==> config.mk <==
export PLATFORM = sky130hd
export DESIGN_NAME = next_pc_unit
export DESIGN_NICKNAME = d
export VERILOG_FILES = /design/src/rtl/next_pc_unit.sv
export SDC_FILE = /design/constraint.sdc
export NUM_CORES = 1
export LEC_CHECK = 0
export CORE_MARGIN = 4
export CORE_UTILIZATION = 47
export CTS_BUF_LIST = sky130_fd_sc_hd__clkbuf_16
export CTS_CLUSTER_DIAMETER = 100
export DETAILED_ROUTE_END_ITERATION = 6
export PLACE_DENSITY = 0.8
export RECOVER_POWER = 50
export SLEW_MARGIN = 20
export SYNTH_ARGS = -nofsm -noshare
export SYNTH_HDL_FRONTEND = slang
export SYNTH_SLANG_ARGS = --single-unit
export TNS_END_PERCENT = 5
==> constraint.sdc <==
create_clock -name clock -period 2.6 [get_ports clock]
set_input_delay 0.39 -clock clock [delete_from_list [all_inputs] [get_ports clock]]
set_output_delay 0.39 -clock clock [all_outputs]
set_load 0.01 [all_outputs]
==> src/rtl/next_pc_unit.sv <==
// ----------------------------------------------------------------------------
// next_pc_unit
//
// Next-PC generator and program-counter register for the RISC-V datapath.
// It resolves RV32I branch conditions, computes JAL/JALR/branch targets,
// advances the fetch PC by 4, honours fetch stalls, and runs a short flush
// sequence after every redirect. A redirect to a target that is not
// word-aligned is diverted to TRAP_VECTOR and flagged with a pulse.
//
// Ports
//   clock      in   system clock, all state changes on the rising edge
//   reset      in   synchronous active-high reset, highest priority
//   stall      in   hold the PC (fetch back-pressure)
//   ex_valid   in   execute-stage instruction is valid
//   ex_pc      in   PC of the instruction in execute
//   ex_imm     in   sign-extended branch/jump immediate
//   ex_rs1     in   rs1 value, base address for JALR
//   branch     in   conditional branch instruction
//   jump       in   JAL instruction
//   jalr       in   JALR instruction
//   funct3     in   branch type
//   zero       in   ALU result equals zero
//   lt         in   signed less-than from the ALU
//   ltu        in   unsigned less-than from the ALU
//   pc         out  current fetch PC
//   pc_valid   out  pc is fetchable and not squashed
//   flush      out  squash younger pipeline stages
//   redirect   out  one-cycle pulse, pc was just loaded with a taken target
//   misaligned out  one-cycle pulse, the redirect target had bits[1:0] != 0
// ----------------------------------------------------------------------------
module next_pc_unit #(
    parameter int              XLEN         = 32,
    parameter logic [XLEN-1:0] RESET_VECTOR = '0,
    parameter logic [XLEN-1:0] TRAP_VECTOR  = XLEN'(32'h0000_0100),
    parameter int              FLUSH_CYCLES = 2
) (
    input  logic            clock,
    input  logic            reset,
    input  logic            stall,
    input  logic            ex_valid,
    input  logic [XLEN-1:0] ex_pc,
    input  logic [XLEN-1:0] ex_imm,
    input  logic [XLEN-1:0] ex_rs1,
    input  logic            branch,
    input  logic            jump,
    input  logic            jalr,
    input  logic [2:0]      funct3,
    input  logic            zero,
    input  logic            lt,
    input  logic            ltu,
    output logic [XLEN-1:0] pc,
    output logic            pc_valid,
    output logic            flush,
    output logic            redirect,
    output logic            misaligned
);

    typedef enum logic [0:0] {
        ST_RUN   = 1'b0,
        ST_FLUSH = 1'b1
    } state_t;

    localparam logic [3:0] FLUSH_INIT = 4'(FLUSH_CYCLES);

    state_t          state_q, state_d;
    logic [3:0]      cnt_q, cnt_d;
    logic [XLEN-1:0] pc_q, pc_d;
    logic            redirect_q, redirect_d;
    logic            misaligned_q, misaligned_d;

    logic            cond_s;
    logic            take_s;
    logic [XLEN-1:0] target_s;
    logic [XLEN-1:0] jalr_sum_s;

    // RV32I branch condition decode; the two reserved encodings never branch.
    function automatic logic branch_cond(input logic [2:0] f3,
                                         input logic       z,
                                         input logic       slt,
                                         input logic       sltu);
        logic c;
        case (f3)
            3'b000:  c = z;
            3'b001:  c = ~z;
            3'b100:  c = slt;
            3'b101:  c = ~slt;
            3'b110:  c = sltu;
            3'b111:  c = ~sltu;
            default: c = 1'b0;
        endcase
        return c;
    endfunction

    // Taken decision and target address; jalr outranks jump and branch.
    always_comb begin
        cond_s     = branch_cond(funct3, zero, lt, ltu);
        take_s     = ex_valid & (jalr | jump | (branch & cond_s));
        jalr_sum_s = ex_rs1 + ex_imm;
        if (jalr) begin
            target_s = {jalr_sum_s[XLEN-1:1], 1'b0};
        end else begin
            target_s = ex_pc + ex_imm;
        end
    end

    // State register: PC, FSM state, flush counter and the registered pulses.
    always_ff @(posedge clock) begin
        if (reset) begin
            state_q      <= ST_RUN;
            cnt_q        <= 4'd0;
            pc_q         <= RESET_VECTOR;
            redirect_q   <= 1'b0;
            misaligned_q <= 1'b0;
        end else begin
            state_q      <= state_d;
            cnt_q        <= cnt_d;
            pc_q         <= pc_d;
            redirect_q   <= redirect_d;
            misaligned_q <= misaligned_d;
        end
    end

    // Next-state logic. In FLUSH the execute inputs are stale (they belong
    // to squashed instructions), so they are not looked at and stall does
    // not slow the countdown.
    always_comb begin
        state_d      = state_q;
        cnt_d        = cnt_q;
        pc_d         = pc_q;
        redirect_d   = 1'b0;
        misaligned_d = 1'b0;
        case (state_q)
            ST_RUN: begin
                if (take_s) begin
                    redirect_d = 1'b1;
                    state_d    = ST_FLUSH;
                    cnt_d      = FLUSH_INIT;
                    if (target_s[1:0] == 2'b00) begin
                        pc_d = target_s;
                    end else begin
                        pc_d         = TRAP_VECTOR;
                        misaligned_d = 1'b1;
                    end
                end else if (!stall) begin
                    pc_d = pc_q + XLEN'(32'd4);
                end else begin
                    pc_d = pc_q;
                end
            end
            ST_FLUSH: begin
                if (cnt_q <= 4'd1) begin
                    state_d = ST_RUN;
                    cnt_d   = 4'd0;
                end else begin
                    cnt_d = cnt_q - 4'd1;
                end
            end
            default: begin
                state_d = ST_RUN;
                cnt_d   = 4'd0;
            end
        endcase
    end

    // Output decode, driven only from registered state.
    always_comb begin
        pc         = pc_q;
        redirect   = redirect_q;
        misaligned = misaligned_q;
        case (state_q)
            ST_RUN: begin
                flush    = 1'b0;
                pc_valid = 1'b1;
            end
            ST_FLUSH: begin
                flush    = 1'b1;
                pc_valid = 1'b0;
            end
            default: begin
                flush    = 1'b0;
                pc_valid = 1'b1;
            end
        endcase
    end

endmodule

==> run summary <==
outcome - complete, but fails checks
failing checks - setup timing
P&R area growth vs syn - 68.0%
total track usage - 0.345
number of hold buffers added after cts - 0
Die W - 121 microns
Die ar. - 14600 sq um
final net count - 1352
global-route wire length before repair - 41500 microns
vias per inst - 6.59
final WL - 28400 microns
Yosys cell types - 82
CTS sink count - 39
Yosys top cell by area - ha_1
H-tree Lvls - 2
Root Driver - clkbuf_16
gr ovfl total - 0
RSZ-0062 raised after global routing - yes
CP Capture Type - flip-flop
Slew @ Worst Pin - 523 ps
Synth Cell Area - 6000 sq um
routed via count - 8872
Antenna Nets Post-Route - 0
Final Setup Violations - 19
First-pass DRT Iterations - 6
Slew headroom - 0.648
Finished Layout Cells - 1346
Clock Skews - 5.98 ps
final hold vios - 0
critical path's largest stage delay - 290 ps
DP Area - 9000 sq um
Avg Cell Area, Syn - 7.15 sq um
Final TNS setup - -1230 ps
Syn Nets - 1013
top-area cell type share of the netlist area - 0.134
row count - 40
Worst Path Arrival - 2970 ps
synth warn - 0
clock latency on the worst-skew pair - 290 ps
Cells after DPL - 1309
number of buffers added on ports - 144
worst endpoint required time - 2800 ps
Fillers - 688
top cells by area, synth - ha_1 (13%), dfxtp_1 (13%), a21oi_1 (7.3%)
# diodes - 0
Num CTS Buffers - 5
Pwr Density - 361 nW/um^2
Most used DFF post-synth - dfxtp_1
crit-path most repeated cell - buf_4
final worst path period need - 2770 ps
Max-cap violations - 0
CP cell instances - dlygate4sd2_1, ha_4, o21ai_0, a21oi_2, a41oi_1, buf_4, o31a_1, nor3_2, buf_4, o221ai_4, xnor2_1, nand2_1, a211oi_2
maximum clock frequency - 362 MHz
Final Cycle Share - 1.06
clock-pin slew on the worst setup and hold paths - 60 ps
initial antenna violation count - 0
# DRC - 0
Slowest-stage cell, CP - ha_4
Worst Slack Setup Final - -165 ps
Post-synth EDFFs - 0
CP Launch Type - input pin
FFs w/ async S/R, synth - 0
pin count of the biggest net entering global routing - 24
Final Util - 0.821
Clock Path Buffers - 2
Iter 0 DRT Violations - 1430
Slew Limit Fails - 0
sequential cell area fraction in the yosys report - 0.130
post-route cell area - 10100 sq um
vias in the first global route - 8210
layout cells sized above 1 - 0.317
hpwl dp - 18400 microns
Final Wtd Congestion - 0.962
CTS tree - yes
Synth top cells by count - a21oi_1 (88), nor2_1 (78), nand2_1 (74)
initial core utilization - 0.489
Seq cells post-synth - 39
Die Span Y - 121 microns
P_leak - 4.33 nW
Gate Count Post-Synth - 838
WS Path Type - in2reg
VDD IR max - 0.000300 V
IO Pins - 145
CORE AREA - 12300 sq um
routed len/inst - 21.1 microns
top-count cell post-synth - a21oi_1
crit-path max FO - 2
Hold WC Path Type - reg2reg
==> flip-flops by register name, summed over array words and instances, names as in the netlist <==
signal	cells
pc	32
redirect	1
misaligned	1
state_q	1
cnt_q	4
==> final cells by class <==
class                      instances  area, sq um  area share
clock buffer                       5          125      0.0124
timing repair buffer             373         3100       0.308
clock inverter                     3         12.5     0.00124
multi-input combinational        732         5740       0.570
sequential                        39          781      0.0775
tap                              168          210      0.0209
inverter                          26          100     0.00994
==> metal layers <==
metal | part of all wire | wire, microns | global-route usage
met1 | 0.35 | 10000 | 0.429
met2 | 0.45 | 12800 | 0.578
met3 | 0.12 | 3300 | 0.0592
met4 | 0.081 | 2290 | 0.161
met5 | 0 | 0 | 0
==> final timing paths <==
kind | from | end | slack [ps] | cells past startpoint
hold / removal | pc[0]$_SDFFE_PP0P_ | pc[0]$_SDFFE_PP0P_ | 470 | 1
setup / recovery | ex_pc[4] | pc[25]$_SDFFE_PP0P_ | -170 | 13
hold reg to reg | pc[0]$_SDFFE_PP0P_ | pc[0]$_SDFFE_PP0P_ | 470 | 1
setup reg to reg | pc[7]$_SDFFE_PP0P_ | pc[31]$_SDFFE_PP0P_ | 130 | 8
==> cell usage in the layout, fill, tap and decap left out, drive strengths merged, types with 9 or more instances in the layout <==
cell,Yosys,layout
nor2,79,79
a221oi,12,12
ha,64,64
buf,14,238
a211oi,20,20
o31ai,9,9
nand4,17,17
nand3,29,29
clkdlybuf4s50,0,68
o21ai,69,69
a21o,29,29
nand2,74,74
inv,24,26
dlygate4sd2,0,26
dfxtp,39,39
nor3,28,28
a21oi,90,90
a31oi,16,16
dlygate4sd3,0,28
clkbuf,27,10
xnor2,35,35
xor2,19,19
and3,15,15
==> report_power, final <==
group,switching [mW],total [mW],internal [mW]
combinational,1.21,2.34,1.13
clock,0.258,0.605,0.347
sequential,0.0518,0.691,0.639
total,1.52,3.64,2.12
==> timing repair <==
action,4_1_cts,5_1_grt
setup endpoints to repair,27,27
gates resized for setup,163,65
setup buffers,24,5
pin swaps,63,50
hold endpoints to repair,0,0
==> worst max-delay path: cells and delay by family <==
family | cells | cell delay [ps]
adder cells (fa/ha/maj) | 1 | 290
XOR/XNOR | 1 | 170
AND/OR/NAND/NOR | 2 | 310
AO/OA/AOI/OAI | 6 | 1210
buffers and inverters | 3 | 600
==> per-stage QoR <==
stage / hold slack (ps) / setup WS (ps) / power (mW)
after detailed placement: 468 / -826 / 2.60
final: 472 / -165 / 3.64
after global placement: 462 / -783 / 2.56
after global routing: 488 / -339 / 3.76
after floorplan: 484 / -65.9 / 1.70
after CTS: 476 / -42.0 / 3.38
==> cells by family after synthesis <==
family | after synthesis | synth area share
compound gates | 315 | 0.356
simple gates | 292 | 0.241
buf+inv | 67 | 0.0451
fa+ha+maj | 66 | 0.140
xor+xnor | 54 | 0.0789
flops | 39 | 0.130
mux | 5 | 0.00856
No activity file was read; power rests on OpenSTA's default activity.
